## config.mk

```make
export PLATFORM = sky130hd
export DESIGN_NAME = mc_ctrl
export DESIGN_NICKNAME = d
export VERILOG_FILES = /design/src/rtl/mc_ctrl.sv
export SDC_FILE = /design/constraint.sdc
export NUM_CORES = 1
export LEC_CHECK = 0
export BUFFER_PORTS_ARGS = -buffer_cell sky130_fd_sc_hd__buf_2
export CAP_MARGIN = 20
export CORE_MARGIN = 3
export CORE_UTILIZATION = 40
export DETAILED_ROUTE_END_ITERATION = 12
export PLACE_DENSITY = 0.76
export RECOVER_POWER = 50
export SYNTH_ARGS = -nofsm -noshare
export SYNTH_HDL_FRONTEND = slang
export SYNTH_SLANG_ARGS = --single-unit
```

## constraint.sdc

```tcl
create_clock -name clk -period 2.2 [get_ports clk]
set_clock_uncertainty 0.05 [all_clocks]
set_input_delay 0.11 -clock clk [delete_from_list [all_inputs] [get_ports clk]]
set_output_delay 0.11 -clock clk [all_outputs]
set_load 0.03 [all_outputs]
```

## src/rtl/mc_ctrl.sv

```systemverilog
// Multi-cycle control FSM for the MIPS-lite datapath: sequences PC, IR, GRF, ALU and DM
// enables/selects over 2-5 cycles per instruction.
module mc_ctrl #(
  parameter logic [1:0] PC_PLUS4_SEL = 2'd0,
  parameter logic [1:0] BRANCH_SEL   = 2'd1,
  parameter logic [1:0] JUMP_SEL     = 2'd2,
  parameter logic [1:0] REG_SEL      = 2'd3
) (
  input  logic       clk,
  input  logic       reset,
  input  logic [5:0] opcode,
  input  logic [5:0] funct,
  input  logic       zero,
  output logic       pc_we,
  output logic [1:0] npc_sel,
  output logic       ir_we,
  output logic       reg_we,
  output logic       mem_we,
  output logic [1:0] reg_dst,
  output logic [1:0] wd_sel,
  output logic       alu_b_sel,
  output logic       ext_op,
  output logic [1:0] alu_op,
  output logic       instr_done,
  output logic [3:0] state
);

  typedef enum logic [3:0] {
    S_FETCH  = 4'd0,
    S_DECODE = 4'd1,
    S_EXE    = 4'd2,
    S_ALUWB  = 4'd3,
    S_MADDR  = 4'd4,
    S_MREAD  = 4'd5,
    S_MWB    = 4'd6,
    S_MWRITE = 4'd7,
    S_BRANCH = 4'd8
  } state_t;

  state_t state_q, state_d;

  logic is_r, is_addu, is_subu, is_jr, is_ori, is_lui, is_lw, is_sw, is_beq, is_j, is_jal;

  always_comb begin
    is_r    = (opcode == 6'b000000);
    is_addu = is_r && (funct == 6'b100001);
    is_subu = is_r && (funct == 6'b100011);
    is_jr   = is_r && (funct == 6'b001000);
    is_ori  = (opcode == 6'b001101);
    is_lui  = (opcode == 6'b001111);
    is_lw   = (opcode == 6'b100011);
    is_sw   = (opcode == 6'b101011);
    is_beq  = (opcode == 6'b000100);
    is_j    = (opcode == 6'b000010);
    is_jal  = (opcode == 6'b000011);
  end

  always_ff @(posedge clk) begin
    if (reset) state_q <= S_FETCH;
    else       state_q <= state_d;
  end

  always_comb begin
    state_d    = state_q;
    pc_we      = 1'b0;
    npc_sel    = PC_PLUS4_SEL;
    ir_we      = 1'b0;
    reg_we     = 1'b0;
    mem_we     = 1'b0;
    reg_dst    = 2'd0;
    wd_sel     = 2'd0;
    alu_b_sel  = 1'b0;
    ext_op     = 1'b0;
    alu_op     = 2'd0;
    instr_done = 1'b0;

    case (state_q)
      S_FETCH: begin
        ir_we   = 1'b1;
        pc_we   = 1'b1;
        npc_sel = PC_PLUS4_SEL;
        state_d = S_DECODE;
      end
      S_DECODE: begin
        state_d = S_FETCH;
        if (is_j || is_jal) begin
          pc_we      = 1'b1;
          npc_sel    = JUMP_SEL;
          instr_done = 1'b1;
          if (is_jal) begin
            reg_we  = 1'b1;
            reg_dst = 2'd2;
            wd_sel  = 2'd2;
          end
        end else if (is_jr) begin
          pc_we      = 1'b1;
          npc_sel    = REG_SEL;
          instr_done = 1'b1;
        end else if (is_beq) begin
          state_d = S_BRANCH;
        end else if (is_addu || is_subu || is_ori || is_lui) begin
          state_d = S_EXE;
        end else if (is_lw || is_sw) begin
          state_d = S_MADDR;
        end else begin
          instr_done = 1'b1;
        end
      end
      S_EXE, S_ALUWB: begin
        // ALU controls are held through writeback so the result stays valid on the GRF port
        if (is_subu) begin
          alu_op = 2'd1;
        end else if (is_ori) begin
          alu_op    = 2'd2;
          alu_b_sel = 1'b1;
        end else if (is_lui) begin
          alu_op    = 2'd3;
          alu_b_sel = 1'b1;
        end
        if (state_q == S_EXE) begin
          state_d = S_ALUWB;
        end else begin
          reg_we     = 1'b1;
          wd_sel     = 2'd0;
          reg_dst    = is_r ? 2'd1 : 2'd0;
          instr_done = 1'b1;
          state_d    = S_FETCH;
        end
      end
      S_MADDR: begin
        alu_b_sel = 1'b1;
        ext_op    = 1'b1;
        state_d   = is_sw ? S_MWRITE : S_MREAD;
      end
      S_MREAD: begin
        alu_b_sel = 1'b1;
        ext_op    = 1'b1;
        state_d   = S_MWB;
      end
      S_MWB: begin
        reg_we     = 1'b1;
        reg_dst    = 2'd0;
        wd_sel     = 2'd1;
        instr_done = 1'b1;
        state_d    = S_FETCH;
      end
      S_MWRITE: begin
        alu_b_sel  = 1'b1;
        ext_op     = 1'b1;
        mem_we     = 1'b1;
        instr_done = 1'b1;
        state_d    = S_FETCH;
      end
      S_BRANCH: begin
        alu_op     = 2'd1;
        pc_we      = zero;
        npc_sel    = BRANCH_SEL;
        instr_done = 1'b1;
        state_d    = S_FETCH;
      end
      default: state_d = S_FETCH;
    endcase

    // A cycle under reset commits nothing, whatever state the FSM was in
    if (reset) begin
      pc_we      = 1'b0;
      ir_we      = 1'b0;
      reg_we     = 1'b0;
      mem_we     = 1'b0;
      instr_done = 1'b0;
    end
  end

  assign state = state_q;

endmodule

```

Yosys cells after proc, flatten, opt, wreduce, memory -nomap -nowiden
Cells that the tools add are included.

cells by class
  mux-type cells = 46
  reduce and logical (&&, ||, !) cells = 13
  equality and inequality tests = 18

operator list
  operator                                       number
  == test 6 bit, second input constant           4
  two-way mux 1 bit                              23
  one-hot mux 4 bit (5 select lines)             1
  == test 6 x 4 -> 1 bit, second input constant  3
  two-way mux 2 bit                              9
  == test 4 x 3 -> 1 bit, second input constant  4
  one-hot mux 2 bit (2 select lines)             4
  == test 6 x 2 -> 1 bit, second input constant  2
  two-way mux 4 bit                              3
  one-hot mux 1 bit (3 select lines)             3
  == test 4 x 2 -> 1 bit, second input constant  2
  == test 6 x 3 -> 1 bit, second input constant  1
  zero test 6 bit                                1
  two-way mux 3 bit                              2
  OR reduction 3 bit                             2
  logical OR 1 bit                               5
  == test 4 x 1 -> 1 bit, second input constant  1
  == test 4 bit, second input constant           1
  zero test 4 bit                                1
  logical AND 1 bit                              3
  one-hot mux 1 bit (2 select lines)             1
  OR reduction 2 bit                             1

word-level totals
  input port bits = 15
  flip-flop bits (word level) = 4
  logic and storage cells = 78

Logic depth before layout (Yosys ltp)
  word-level depth = 11
  mapped depth = 6
  gate-level depth less buffers = 4

Worst setup path after synthesis
OpenSTA, ideal clock, no wires.

  path kind = reg-to-output
  start point = register state_q[1] (netlist: state[1])
  end point = output instr_done
  slack = -0.321 ns
  stages on the path, launching flop included = 7
  buffers on the path = 2
  data arrival time = 2.361 ns
  path through = dfxtp_1 buf_6 or4b_1 buf_2 a31oi_4 or4b_1 a311oi_2

on the way
  word-level cells in the longest chain between the ends = 4

ends and longest elaborated chain
  item                                                        RTL line  source
  start: declaration                                          40        state_t state_q, state_d;
  start signal: assignment                                    60        else state_q <= state_d;
  == test 4 bit, or another cell as far along                 77        case (state_q)
  OR reduction 3 bit (no line), or another cell as far along  -
  one-hot mux 1 bit (3 select lines) *                        77
  two-way mux 1 bit *                                         165       if (reset) begin
  end: declaration                                            24        output logic instr_done,

Every way passes the cells marked *; elsewhere a longest branch is shown, timed or not.

Worst setup path in the final report
Ends and elaborated chain as after synthesis.

==> out/qor.csv <==
metric,value,unit
status,"finished, violations left",
failing checks,negative setup slack,
core area,0.00132,mm^2
Inst Count DP,126,
hold violation count in the final report,0,
Worst Path Arrival,2.20,ns
WL/cell,13.4,um
max FFs per register,4,
port bufs,33,
LEAKAGE,0.375,nW
CTS Hold Bufs,0,
clk sinks,4,
Fin Hold WS,0.148,ns
syn_nets,94,
sequential share of the synthesized area,0.140,
async set-or-reset flop fraction in the synthesized netlist,0,
crit-path max FO,2,
Syn Inst Count,79,
largest net degree at the start of global routing,18,
Synth area leaders,"dfxtp_1 (14%), nor3_1 (7.0%), nor2_1 (5.9%)",
Max VDD drop,0.000305,V
Slew Limit Fails,0,
die boundary height,43.8,um
Final nets,131,
critical path launch point type,register,
first-pass detailed-route iteration total,3,
Synth-to-Final Area Change,39.8,%
Skew-Pair Late Insertion Delay,0.25,ns
Commonest cells post-synth,"nor2_1 (9), nor3_1 (8), and3_1 (5), inv_1 (5), nand2_1 (5)",
Worst setup EP type,primary output,
number of CTS-inserted buffers,3,
CTS tree,done,
#FFs+latches synth,4,
Initial Utilization,0.434,
R2R Path Start,state[1],
H-tree depth,1,
Die Footprint,0.00192,mm^2
most common cell in the netlist,nor2_1,
Clock Pin Slew Worst Setup and Hold Paths,0.05,ns
"Req. time, crit path",2.04,ns
Final Non-Filler Cells,130,
root buf cell,clkbuf_4,
Synth Area per Inst,7.24,um^2
I/O pins,34,
hold crit path type,input pin to register,
final worst setup slack,-0.161,ns
FF-to-FF End,state[2],
Detailed Place HPWL,1.36,mm
setup TNS,-0.161,ns
Slew @ Worst Pin,0.679,ns
diodes inserted,0,
FF-to-FF setup slack,0.71,ns
global-route wire length before repair,2.75,mm
Placement Rows,13,
Tcrit/Tclk final,1.07,
Reg2Reg Depth,5,
via count,731,
Tot GR Track Use,0.191,
"Design Area, Final",800,um^2
area share of the largest cell type after synthesis,0.140,
Slew headroom,0.547,
initial antenna violation count,0,
DRC,0,
Iteration-0 DRC Markers,11,
total wire length,1.74,mm
fillcell total,136,
synthesized area,572,um^2
post-CTS setup repair buffer count,0,
Final Total Pwr,268,uW
ys flop type,dfxtp_1,
max frequency,0.424,GHz
layout cells sized above 1,0.383,
max_cap viols,0,
Final GP Congestion,0.758,
Die W,43.8,um
synth unique cells,37,
crit path capture,instr_done,
count of final setup violators,1,
largest area contributor in the netlist,dfxtp_1,
YS warnings,0,
DP Area,776,um^2
RSZ-0062 raised after global routing,true,
min cycle time layout,2.36,ns
post-DR vias/cell,5.62,
Setup crit start,state[1],
Post-synth EDFFs,0,
Pwr Density,335,mW/mm^2
Routed Antenna Nets,0,
total grt overflow,0,
vias in the first global route,639,
clk buf depth,2,
CP Class,register to primary output,
==> through the flow <==
step | setup slack (ns) | utilization
final | -0.161 | 0.607
after floorplan | -0.202 | -
after global placement | 0.00843 | 0.589
after CTS | -0.174 | 0.616
after global routing | -0.218 | 0.607
after detailed placement | -0.0434 | 0.589
==> area by class of cell <==
cell class	instances	area, um^2	share of cell area
clock buffers	4	26.3	0.0329
flip-flops and latches	4	87.6	0.110
repair buffers	39	204	0.255
multi-input cells	63	444	0.556
well taps	15	18.8	0.0235
inverters	5	18.8	0.0235
==> repair_timing <==
action	in CTS	in global routing
pin swaps	2	0
resized for setup	3	0
endpoints found under the setup margin	1	1
==> worst min-delay path by stage <==
| stage | cells past startpoint | start | slack, ns | endpoint |
|---|---|---|---|---|
| 6_report | 2 | reset | 0.15 | state[2] |
| 5_1_grt | 2 | reset | 0.15 | state[2] |
| 4_1_cts | 2 | reset | 0.14 | state[2] |
| 3_5_place_dp | 3 | opcode[2] | 0.40 | state[3] |
| 3_3_place_gp | 3 | opcode[2] | 0.39 | state[3] |
| 2_1_floorplan | 2 | opcode[2] | 0.20 | state[3] |
==> cells by family (layout without fill, tap and decap cells) <==
group | count (synthesis) | after routing | share of synthesized area
AOI/OAI and AO/OA | 15 | 15 | 0.243
xor gates and xnor gates | 1 | 1 | 0.0153
buffers and inverters | 12 | 48 | 0.116
DFF | 4 | 4 | 0.140
muxes | 1 | 1 | 0.0175
and+or+nand+nor | 46 | 46 | 0.468
==> metal layers <==
metal	GRT usage	vias up	wire length (um)
met3	0.0664	2	134
met5	0	-	0
li1	-	370	-
met2	0.328	27	805
met1	0.235	332	792
met4	0.0181	0	8
==> report_power, final <==
group / total, mW / leakage (nW) / switching (mW) / internal [mW]
sequential: 0.0732 / 0.0342 / 0.000776 / 0.0724
clock: 0.104 / 0.0150 / 0.0357 / 0.0684
combinational: 0.0909 / 0.326 / 0.0531 / 0.0378
total: 0.268 / 0.375 / 0.0896 / 0.179
==> critical path, stage by stage, from the launching register on <==
cell and delay, ns:
dfxtp_4 0.33, or4b_4 0.55, a31oi_4 0.15, or4b_4 0.50, a311oi_4 0.25, buf_6 0.17
==> cells in the final DEF (no fill, tap or decap), types with 2 or more instances in the layout <==
cell type / Yosys / routed
and3_1: 5 / 5
a22oi_1: 3 / 3
clkbuf_1: 2 / 9
nor4_1: 2 / 2
nor2b_1: 2 / 2
nand3_1: 3 / 3
nor3_1: 8 / 8
nor2_1: 9 / 9
nor4b_1: 3 / 3
dfxtp_4: 0 / 2
inv_1: 5 / 5
buf_2: 2 / 25
or4b_4: 0 / 2
nand2_1: 5 / 5
dfxtp_1: 4 / 2
clkbuf_4: 0 / 3
buf_4: 1 / 5
Note: power is estimated with default switching activity, not from simulation.
